**src/rtl/can_tx_stuffer.sv**
```systemverilog
// CAN transmit bit-stream stage: accumulates CRC-15, appends it MSB first and
// inserts complement stuff bits after STUFF_LEN equal bits, SOF through CRC.
module can_tx_stuffer #(
  parameter int unsigned STUFF_LEN = 5
) (
  input  logic        clk,
  input  logic        rst_n,
  input  logic        bit_tick,
  input  logic        abort,
  input  logic        in_valid,
  input  logic        in_bit,
  input  logic        in_sof,
  input  logic        in_last,
  output logic        in_ready,
  output logic        tx_bit,
  output logic        tx_active,
  output logic [14:0] crc_out,
  output logic        frame_done,
  output logic        underrun
);

  localparam int unsigned CRC_W = 15;
  localparam int unsigned RUN_W = $clog2(STUFF_LEN + 1);
  localparam int unsigned IDX_W = 4;
  localparam logic [CRC_W-1:0] CRC_POLY = 15'h4599;

  typedef enum logic [1:0] {IDLE, DATA, CRC, TAIL} state_t;

  state_t           state_q, state_d;
  logic [RUN_W-1:0] run_q, run_d;
  logic             last_q, last_d;
  logic [CRC_W-1:0] crc_q, crc_d;
  logic [IDX_W-1:0] idx_q, idx_d;
  logic             tx_bit_d, tx_active_d, frame_done_d, underrun_d;
  logic             stuff_pend;
  logic [RUN_W-1:0] run_inc;
  logic             crc_bit;

  // One MSB-first step of the CAN CRC-15 shift register
  function automatic logic [CRC_W-1:0] crc_step(input logic [CRC_W-1:0] c, input logic b);
    logic fb;
    fb = b ^ c[CRC_W-1];
    crc_step = {c[CRC_W-2:0], 1'b0} ^ (fb ? CRC_POLY : CRC_W'(0));
  endfunction

  assign stuff_pend = (run_q == RUN_W'(STUFF_LEN));
  assign run_inc    = stuff_pend ? run_q : run_q + RUN_W'(1);
  assign crc_bit    = crc_q[idx_q];
  assign crc_out    = crc_q;

  always_ff @(posedge clk or negedge rst_n) begin
    if (!rst_n) begin
      state_q    <= IDLE;
      run_q      <= '0;
      last_q     <= 1'b1;
      crc_q      <= '0;
      idx_q      <= '0;
      tx_bit     <= 1'b1;
      tx_active  <= 1'b0;
      frame_done <= 1'b0;
      underrun   <= 1'b0;
    end else begin
      state_q    <= state_d;
      run_q      <= run_d;
      last_q     <= last_d;
      crc_q      <= crc_d;
      idx_q      <= idx_d;
      tx_bit     <= tx_bit_d;
      tx_active  <= tx_active_d;
      frame_done <= frame_done_d;
      underrun   <= underrun_d;
    end
  end

  // Next-state, serializer and handshake logic; abort overrides everything
  always_comb begin
    state_d      = state_q;
    run_d        = run_q;
    last_d       = last_q;
    crc_d        = crc_q;
    idx_d        = idx_q;
    tx_bit_d     = tx_bit;
    tx_active_d  = tx_active;
    frame_done_d = 1'b0;
    underrun_d   = 1'b0;
    in_ready     = 1'b0;

    case (state_q)
      IDLE: begin
        in_ready = bit_tick & in_valid & in_sof;
        if (in_ready) begin
          crc_d       = crc_step(CRC_W'(0), in_bit);
          tx_bit_d    = in_bit;
          last_d      = in_bit;
          run_d       = RUN_W'(1);
          tx_active_d = 1'b1;
          idx_d       = IDX_W'(14);
          state_d     = in_last ? CRC : DATA;
        end
      end
      DATA: begin
        in_ready = bit_tick & in_valid & ~stuff_pend;
        if (bit_tick) begin
          if (stuff_pend) begin
            tx_bit_d = ~last_q;
            last_d   = ~last_q;
            run_d    = RUN_W'(1);
          end else if (in_valid) begin
            crc_d    = crc_step(crc_q, in_bit);
            tx_bit_d = in_bit;
            last_d   = in_bit;
            run_d    = (in_bit == last_q) ? run_inc : RUN_W'(1);
            if (in_last) begin
              idx_d   = IDX_W'(14);
              state_d = CRC;
            end
          end else begin
            underrun_d  = 1'b1;
            tx_bit_d    = 1'b1;
            tx_active_d = 1'b0;
            run_d       = '0;
            state_d     = IDLE;
          end
        end
      end
      CRC: begin
        if (bit_tick) begin
          if (stuff_pend) begin
            tx_bit_d = ~last_q;
            last_d   = ~last_q;
            run_d    = RUN_W'(1);
          end else begin
            tx_bit_d = crc_bit;
            last_d   = crc_bit;
            run_d    = (crc_bit == last_q) ? run_inc : RUN_W'(1);
            idx_d    = idx_q - IDX_W'(1);
            if (idx_q == '0) state_d = TAIL;
          end
        end
      end
      TAIL: begin
        if (bit_tick) begin
          if (stuff_pend) begin
            tx_bit_d = ~last_q;
            last_d   = ~last_q;
            run_d    = RUN_W'(1);
          end else begin
            tx_bit_d     = 1'b1;
            tx_active_d  = 1'b0;
            frame_done_d = 1'b1;
            run_d        = '0;
            state_d      = IDLE;
          end
        end
      end
      default: state_d = IDLE;
    endcase

    if (abort) begin
      in_ready     = 1'b0;
      state_d      = IDLE;
      run_d        = '0;
      last_d       = last_q;
      crc_d        = crc_q;
      idx_d        = idx_q;
      tx_bit_d     = 1'b1;
      tx_active_d  = 1'b0;
      frame_done_d = 1'b0;
      underrun_d   = 1'b0;
    end
  end

endmodule

```
**config.mk**
```make
export PLATFORM = sky130hd
export DESIGN_NAME = can_tx_stuffer
export DESIGN_NICKNAME = d
export VERILOG_FILES = /design/src/rtl/can_tx_stuffer.sv
export SDC_FILE = /design/constraint.sdc
export NUM_CORES = 1
export LEC_CHECK = 0
export CAP_MARGIN = 20
export CORE_ASPECT_RATIO = 1.1
export CORE_UTILIZATION = 54
export DETAILED_ROUTE_END_ITERATION = 12
export MAX_ROUTING_LAYER = met4
export PLACE_DENSITY = 0.8
export RECOVER_POWER = 100
export SLEW_MARGIN = 25
export SYNTH_ARGS = -nofsm -noshare
export SYNTH_HDL_FRONTEND = slang
export SYNTH_SLANG_ARGS = --single-unit
```
**constraint.sdc**
```tcl
create_clock -name clk -period 2.7 [get_ports clk]
set_clock_uncertainty 0.15 [all_clocks]
set_input_delay 0.27 -clock clk [delete_from_list [all_inputs] [get_ports clk]]
set_output_delay 0.27 -clock clk [all_outputs]
set_load 0.02 [all_outputs]
```
# --- Word-level counts from Yosys, hierarchy flattened ---
# Index checks and enable logic that the tools add are counted.
word_totals:
  register_bits: 29
  latch_bits: 0
  ramBits: 0
  romBits: 0
  in_bits: 8
  out_inout_bits: 20
  word_cells: 134
  n_memories: 0
classes:
  addsub: 2
  n_mul: 0
  div: 0
  n_lt_le_gt_ge: 1
  eq_ne: 26
  shifts: 0
  mux: 77
  n_bitwise: 8
  n_reduce_logical: 11
ops:
  columns: ["cell", "count"]
  rows:
  - ["$mux W15", 6]
  - ["$mux W1", 33]
  - ["$mux W3", 10]
  - ["$ne A3 B3 Y1 const B", 10]
  - ["$pmux W15 S2", 1]
  - ["$mux W4", 7]
  - ["$mux W2", 12]
  - ["$ne A2 B2 Y1 const B", 9]
  - ["$reduce_and A9 Y1", 2]
  - ["$xor A15 B15 Y15", 1]
  - ["$reduce_and A7 Y1", 2]
  - ["$pmux W3 S4", 1]
  - ["$pmux W4 S3", 1]
  - ["$pmux W1 S4", 2]
  - ["$pmux W2 S4", 1]
  - ["$reduce_and A6 Y1", 1]
  - ["$lt A4 B5 Y1 const B", 1]
  - ["$bmux W1 S4", 1]
  - ["$eq A2 B2 Y1 const B", 2]
  - ["$logic_not A4 Y1", 1]
  - ["$ne A4 B4 Y1 const B", 1]
  - ["$reduce_and A4 Y1", 1]
  - ["$reduce_bool A4 Y1", 1]
  - ["$sub A4 B1 Y4 const B", 1]
  - ["other kinds (12)", 17]

# --- Depth between registers and ports, before layout ---
# Gate-level depths: netlist of run 1.
depth:
  depth_word: 8
  ltp_mapped: 9
  depth_no_buf: 9

# --- Worst setup path before layout of run 1 ---
# No wires, ideal clock.
synth_timing:
  path_type: "register to register"
  startpoint: "register crc_q[14], in the netlist crc_out[14]"
  endpoint: "register run_q[0]"
  setup_ns: 0.094
  arrival_ns: 1.892
  required_ns: 2.456
  slack_ns: 0.564
  path_stages_with_launch: 7
  n_path_buf: 0
  period_less_slack_ns: 2.136
  path_cell_list: "dfrtp_1 > mux4_2 > a2bb2oi_1 > a22o_4 > xnor2_1 > a21o_2 > a211oi_1"
synth_between:
  elab_chain_len: 8
synth_rtl:
  columns: ["element", "line", "source"]
  rows:
  - ["start, declared", "32", "logic [CRC_W-1:0] crc_q, crc_d;"]
  - ["start signal, assigned", "66", "crc_q <= crc_d;"]
  - ["$bmux W1 S4", "48", "assign crc_bit = crc_q[idx_q];"]
  - ["$mux W1 (implied by the code)", "48", null]
  - ["$eq A1 B1 Y1", "135", "run_d = (crc_bit == last_q) ? run_inc : RUN_W'(1);"]
  - ["$mux W3", "135", null]
  - ["$mux W3", "128", "if (stuff_pend) begin"]
  - ["$mux W3", "127", "if (bit_tick) begin"]
  - ["$pmux W3 S4", "88", "case (state_q)"]
  - ["$mux W3", "159", "if (abort) begin"]
  - ["end signal, assigned", "64", "run_q <= run_d;"]
  - ["end, declared", "30", "logic [RUN_W-1:0] run_q, run_d;"]
# Every way passes these cells. The select of a mux whose other input is x is not followed.
# A chain may end at the register's enable or synchronous reset.

# --- Final worst setup path of run 1 ---
layout_timing:
  startpoint: "register run_q[0]"
  endpoint: "output in_ready"
layout_between:
  elab_chain_len: 5
layout_rtl:
  columns: ["element", "line", "source"]
  rows:
  - ["$eq A3 B3 Y1", "46", "assign stuff_pend = (run_q == RUN_W'(STUFF_LEN));"]
  - ["$not A1 Y1", "102", "in_ready = bit_tick & in_valid & ~stuff_pend;"]
  - ["$and A1 B1 Y1", "102", null]
  - ["$pmux W1 S2", "88", null]
  - ["$mux W1", "159", null]
  - ["end, declared", "14", "output logic in_ready,"]
# Every way passes these cells.

==> results of run 1 <==
[flip-flops by register name, summed over array words and instances (netlist names)]
signal	count
run_q	3
underrun	1
frame_done	1
state_q	2
crc_out	15
tx_bit	1
idx_q	4
tx_active	1
last_q	1
[placed cells by master (no fill, tap or decap), types with 2 or more instances in the layout]
master and instances:
o22ai_1 3, clkbuf_4 5, dfstp_2 2, xor2_1 11
dfrtp_1 27, clkbuf_1 2, buf_4 9, nor2_1 14
nand3_1 10, a21oi_1 14, clkdlybuf4s50_1 7, clkinv_2 2
mux4_2 2, dlygate4sd3_1 20, inv_1 12, o21a_1 2
nand2_1 47, a31oi_1 4, o21ai_0 11, xnor2_1 2
nor3_1 3, a211oi_1 4, a2bb2oi_1 6, nand4_1 2
mux2i_1 5, ha_1 3, and2_0 2, nor3b_1 2
[through the flow]
step                      utilization  power [W]  hold slack (ps)  area, um2
final                           0.680    0.00174              320       2260
after CTS                       0.680    0.00178              150       2260
after floorplan                     -    0.00127             -176       1880
after global placement          0.663    0.00150              305       2210
after detailed placement        0.663    0.00151              311       2210
after global routing            0.680    0.00188              347       2260
[Yosys cell counts (2+ instances only)]
master / count / area [um2]
a211oi_1: 4 / 30.0
a21oi_1: 14 / 70.1
a2bb2oi_1: 6 / 52.6
a31oi_1: 5 / 31.3
and2_1: 3 / 18.8
buf_1: 2 / 7.51
buf_6: 3 / 33.8
clkbuf_1: 9 / 33.8
dfrtp_1: 27 / 676
dfstp_2: 2 / 52.6
ha_1: 3 / 37.5
inv_1: 12 / 45.0
mux2i_1: 5 / 50.1
mux4_2: 2 / 45.0
nand2_1: 47 / 176
nand3_1: 10 / 50.1
nand4_1: 2 / 12.5
nor2_1: 14 / 52.6
nor3_1: 3 / 15.0
nor3b_1: 2 / 15.0
o21a_1: 2 / 15.0
o21ai_0: 10 / 50.1
o22ai_1: 3 / 18.8
xnor2_1: 2 / 17.5
xor2_1: 11 / 96.3
[layer usage]
| metal | vias up | wire (um) |
|---|---|---|
| met5 | - | 0 |
| met4 | 0 | 99 |
| met2 | 38 | 2110 |
| li1 | 841 | - |
| met1 | 814 | 1870 |
| met3 | 11 | 141 |
[cell families (layout without fill, tap and decap cells)]
logic type / Yosys count / after routing / share of synthesized area
fa+ha+maj: 3 / 3 / 0.0199
flops: 29 / 29 / 0.386
xor+xnor: 13 / 13 / 0.0604
mux: 7 / 7 / 0.0505
buf+inv: 28 / 58 / 0.0704
compound gates: 56 / 56 / 0.198
simple gates: 89 / 89 / 0.214
[worst paths after layout]
path | depth (start not counted) | end
worst max-delay path | 5 | in_ready
max in group asynchronous | 2 | run_q[0]
worst min register to register | 2 | tx_bit
min in group asynchronous | 2 | crc_out[2]
worst min-delay path | 2 | tx_bit
worst max register to register | 6 | run_q[0]
[worst max-delay path: stages (launching register included)]
cell and delay [ps]:
dfrtp_1 440, ha_1 310, a31oi_2 230, nand2_1 120, inv_1 90, clkdlybuf4s50_1 600
[area by class of cell]
cell class,count,share of cell area
repair buffers,38,0.153
flip-flops and latches,29,0.322
clock inverters,3,0.00774
clock buffers,5,0.0166
well taps,48,0.0265
inverters,12,0.0199
multi-input cells,168,0.455
[power breakdown]
| part | switching (W) | leakage (nW) | internal, W |
|---|---|---|---|
| Clock | 0.000167 | 0.0310 | 0.0000979 |
| Sequential | 0.000173 | 0.371 | 0.000541 |
| Combinational | 0.000414 | 0.675 | 0.000352 |
| Total | 0.000754 | 1.08 | 0.000991 |
==> metrics.txt, run 1 <==
cts bufs inserted 5; antenna violation net count after detailed routing 0; Worst-Margin Slew 1550 ps; slew margin rel. -0.0329; Placed Cells incl. Taps 295; GR Layer Usage met3 0.0607; worst-path fanout max 6; met2 usage 0.420; Hold-fix buffers, CTS 0; Clock Tree Root clkbuf_4; Yosys Warn Count 0; grt total ovfl 0; fin worst setup slack 152 ps; Iter 0 DRT Violations 57; status complete, but fails checks; Placer Congestion 0.887; Bufs on Longest Clock Path 2; mapped cell area 1880 um2; dpl hpwl 3040 um; Filler Cell Count 281; Slew Limit Fails 30; Core ar. 3330 um2; initial antenna violation count 0; crit path launch type flop; top_reg_cell synth dfrtp_1; GRT Overall Usage 0.265; Vias/cell 5.62; ant diodes 0; Layout area overhead 20.1%; Cell Pwr Density 771 nW/um2; CTS tree yes; hold_sp tx_bit; syn avg cell area 8.37 um2; Die Wd 58.3 um; failing checks max-capacitance violations, max-slew violations; IO Count 28; Worst Setup SP run_q[0]; synth unique cells 47; post-CTS sizing 0; area occupied by registers 728 um2; Pre-Repair DR Iteration Count 4; # port buffers 27; setup slack at placement 332 ps; DRC 0; final setup TNS 0 ps; Mapped Cells 225; CTS HTree Levels 2; Post-Layout Cell Count 303; Post-synth ARST share 1.00; Worst-Skew Late Latency 340 ps; largest net degree at the start of global routing 30; Avg WL per Cell 13.9 um; Die H 64.0 um; Register-to-Register Setup Slack 310 ps; Data arrival, critical path 2130 ps; reg2reg start idx_q[1]; Post-synth EDFFs 0; Routed WL 4220 um; Fin. Hold Viols 0; Final #Nets 265; area of the multi-input gates 1030 um2; initial core utilization 0.566; met1 Usage GRT 0.309; row count 22; Most Crowded Layer GR met2; vias 1704; required time of the critical path 2280 ps; first-pass GRT wire length 7320 um; LEAKAGE 1.08 nW; CP endpoint kind primary output; Fmax 0.392 GHz; register area share after synthesis 0.386; Mapped Nets 236; Seq cells post-synth 29; final setup vio count 0; vias in the first global route 1650; path type of the worst setup path reg2out; final period utilization 0.944; share of layout cells above drive strength 1 0.106; fin crit period 2550 ps; Worst Hold Class reg2reg; Max Cap Violations 1; RSZ-0062 raised after global routing no; clock-pin slew on the worst setup and hold paths 90 ps; Die Footprint 3730 um2; clock sinks 29; VDD IR max 0.506 mV; Post-CTS Setup Inserts 0
Note: power is estimated with default switching activity, not from simulation.
==> inputs of run 2 (changes only) <==
--- a/config.mk
+++ b/config.mk
@@ -7,10 +7,9 @@
 export LEC_CHECK = 0
 export CAP_MARGIN = 20
 export CORE_ASPECT_RATIO = 1.1
-export CORE_UTILIZATION = 54
+export CORE_UTILIZATION = 40
 export DETAILED_ROUTE_END_ITERATION = 12
 export MAX_ROUTING_LAYER = met4
-export PLACE_DENSITY = 0.8
 export RECOVER_POWER = 100
 export SLEW_MARGIN = 25
 export SYNTH_ARGS = -nofsm -noshare
==> metrics.txt, run 2 (synthesis gave the netlist of run 1 again) <==
clock-pin slew on the worst setup and hold paths 60 ps; path type of the worst setup path reg2out; # port buffers 27; post-route cell area 2340 um2; Internal Power 0.00120 W; Register-to-Register Setup Slack 220 ps; IO Count 28; dpl hpwl 3190 um; Filler Cell Count 415; worst hold slack 310 ps; final setup TNS 0 ps; Routed WL 4500 um; Clock Tree Root clkbuf_8; Placer Congestion 0.852; delay-heaviest family, CP buffers and inverters; R2R Path End crc_out[10]; Die H 74.0 um; Avg WL per Cell 14.5 um; row count 25; failing checks max-capacitance violations, max-slew violations; Fin. Hold Viols 0; CTS HTree Levels 2; DRC 0; Bufs and invs on worst path 2; crit path launch type flop; Worst Hold Class reg2reg; RSZ-0062 raised after global routing no; sw frac 0.388; final period utilization 0.923; Bufs on Longest Clock Path 2; Core ar. 4410 um2; Gate power share 0.399; fin worst setup slack 208 ps; grt total ovfl 0; Worst Setup SP run_q[0]; most frequent cells in the layout 47 x nand2_1, 27 x dfrtp_1, 20 x dlygate4sd3_1, 14 x nor2_1, 14 x a21oi_1; Clock power frac 0.241; setup slack at placement 344 ps; Fmax 0.401 GHz; slowest CP cell clkdlybuf4s50_1; Worst-Margin Slew 1580 ps; CP endpoint kind primary output; vias 1695; cts bufs inserted 5; Max Cap Violations 1; Final #Nets 267; area occupied by registers 728 um2; largest net degree at the start of global routing 30; ant diodes 0; LEAKAGE 1.11 nW; share of layout cells above drive strength 1 0.101; antenna violation net count after detailed routing 0; initial core utilization 0.427; Iter 0 DRT Violations 81; reg2reg start state_q[0]; worst-path fanout max 6; Slew Limit Fails 30; fin crit period 2490 ps; status complete, but fails checks; initial antenna violation count 0; Layout area overhead 24.2%; GRT Overall Usage 0.210; required time of the critical path 2280 ps; area of the multi-input gates 1030 um2; worst-path cell chain ha_1, a31oi_2, nand2_1, inv_1, clkdlybuf4s50_1; VDD IR max 0.447 mV; Data arrival, critical path 2070 ps; CP Capture Point in_ready; CTS tree yes; hold_sp tx_bit; slowest cell delay on critical path 610 ps; Vias/cell 5.45; commonest non-fill, non-tap cell in the layout nand2_1; Hold-fix buffers, CTS 0; Reg power frac 0.361; Worst-Skew Late Latency 280 ps; slew margin rel. -0.0542; Die Wd 67.4 um; cell depth of the worst flop-to-flop path 7; Placed Area 2230 um2; final setup vio count 0; clock sinks 29; vias in the first global route 1589; Die Footprint 4990 um2; Cell Pwr Density 839 nW/um2; Worst path depth 5; switching power 0.000761 W; Pre-Repair DR Iteration Count 4; first-pass GRT wire length 7580 um; max reg flops 15
run 2: cell count changes in the layout (fill, tap and decap cells not counted), sizes merged:
cell / change
bufinv: +1
clkinv: -2
clkbuf: +4
clkinvlp: -1
run 2: worst min path at each step:
stage | end | slack [ps] | depth (start not counted)
floorplan | crc_out[0] | -180 | 0
global placement | tx_bit | 310 | 2
CTS | crc_out[1] | 230 | 2
global route | tx_bit | 340 | 2
detailed placement | tx_bit | 310 | 2
finish | tx_bit | 310 | 2
run 2: final cells by class:
cell class / instances / share of cell area
multi-input combinational: 168 / 0.440
sequential: 29 / 0.311
timing repair buffer: 40 / 0.151
clock inverter: 1 / 0.0128
clock buffer: 7 / 0.0369
tap: 54 / 0.0289
inverter: 12 / 0.0193
run 2: timing repair:
action                     in CTS  in global routing
gates resized for setup         0                  1
setup endpoints to repair       0                  1
setup buffers                   0                  0
run 2: layer usage:
layer	vias to the layer above	track usage	wire length, um
met3	6	0.0460	158
li1	841	-	-
met2	46	0.341	2260
met4	0	0.0733	57
met1	802	0.257	2020
met5	-	-	0
run 2: worst min-delay path: stages, from the launching register on:
cell and delay [ps]:
dfstp_2 370, inv_1 40, a2bb2oi_1 50
run 2: power by group through the flow:
stage / Sequential, W / Clock (W) / Combinational [W]
finish: 0.000708 / 0.000472 / 0.000782
global route: 0.000729 / 0.000505 / 0.000870
CTS: 0.000710 / 0.000484 / 0.000812
detailed placement: 0.000716 / 0 / 0.000810
global placement: 0.000716 / 0 / 0.000808
floorplan: 0.000702 / 0 / 0.000565
run 2: stage by stage:
stage	instances	util	total power, W
floorplan	225	-	0.00127
global placement	303	0.506	0.00152
detailed placement	303	0.506	0.00153
CTS	311	0.532	0.00201
global route	311	0.530	0.00210
finish	311	0.530	0.00196
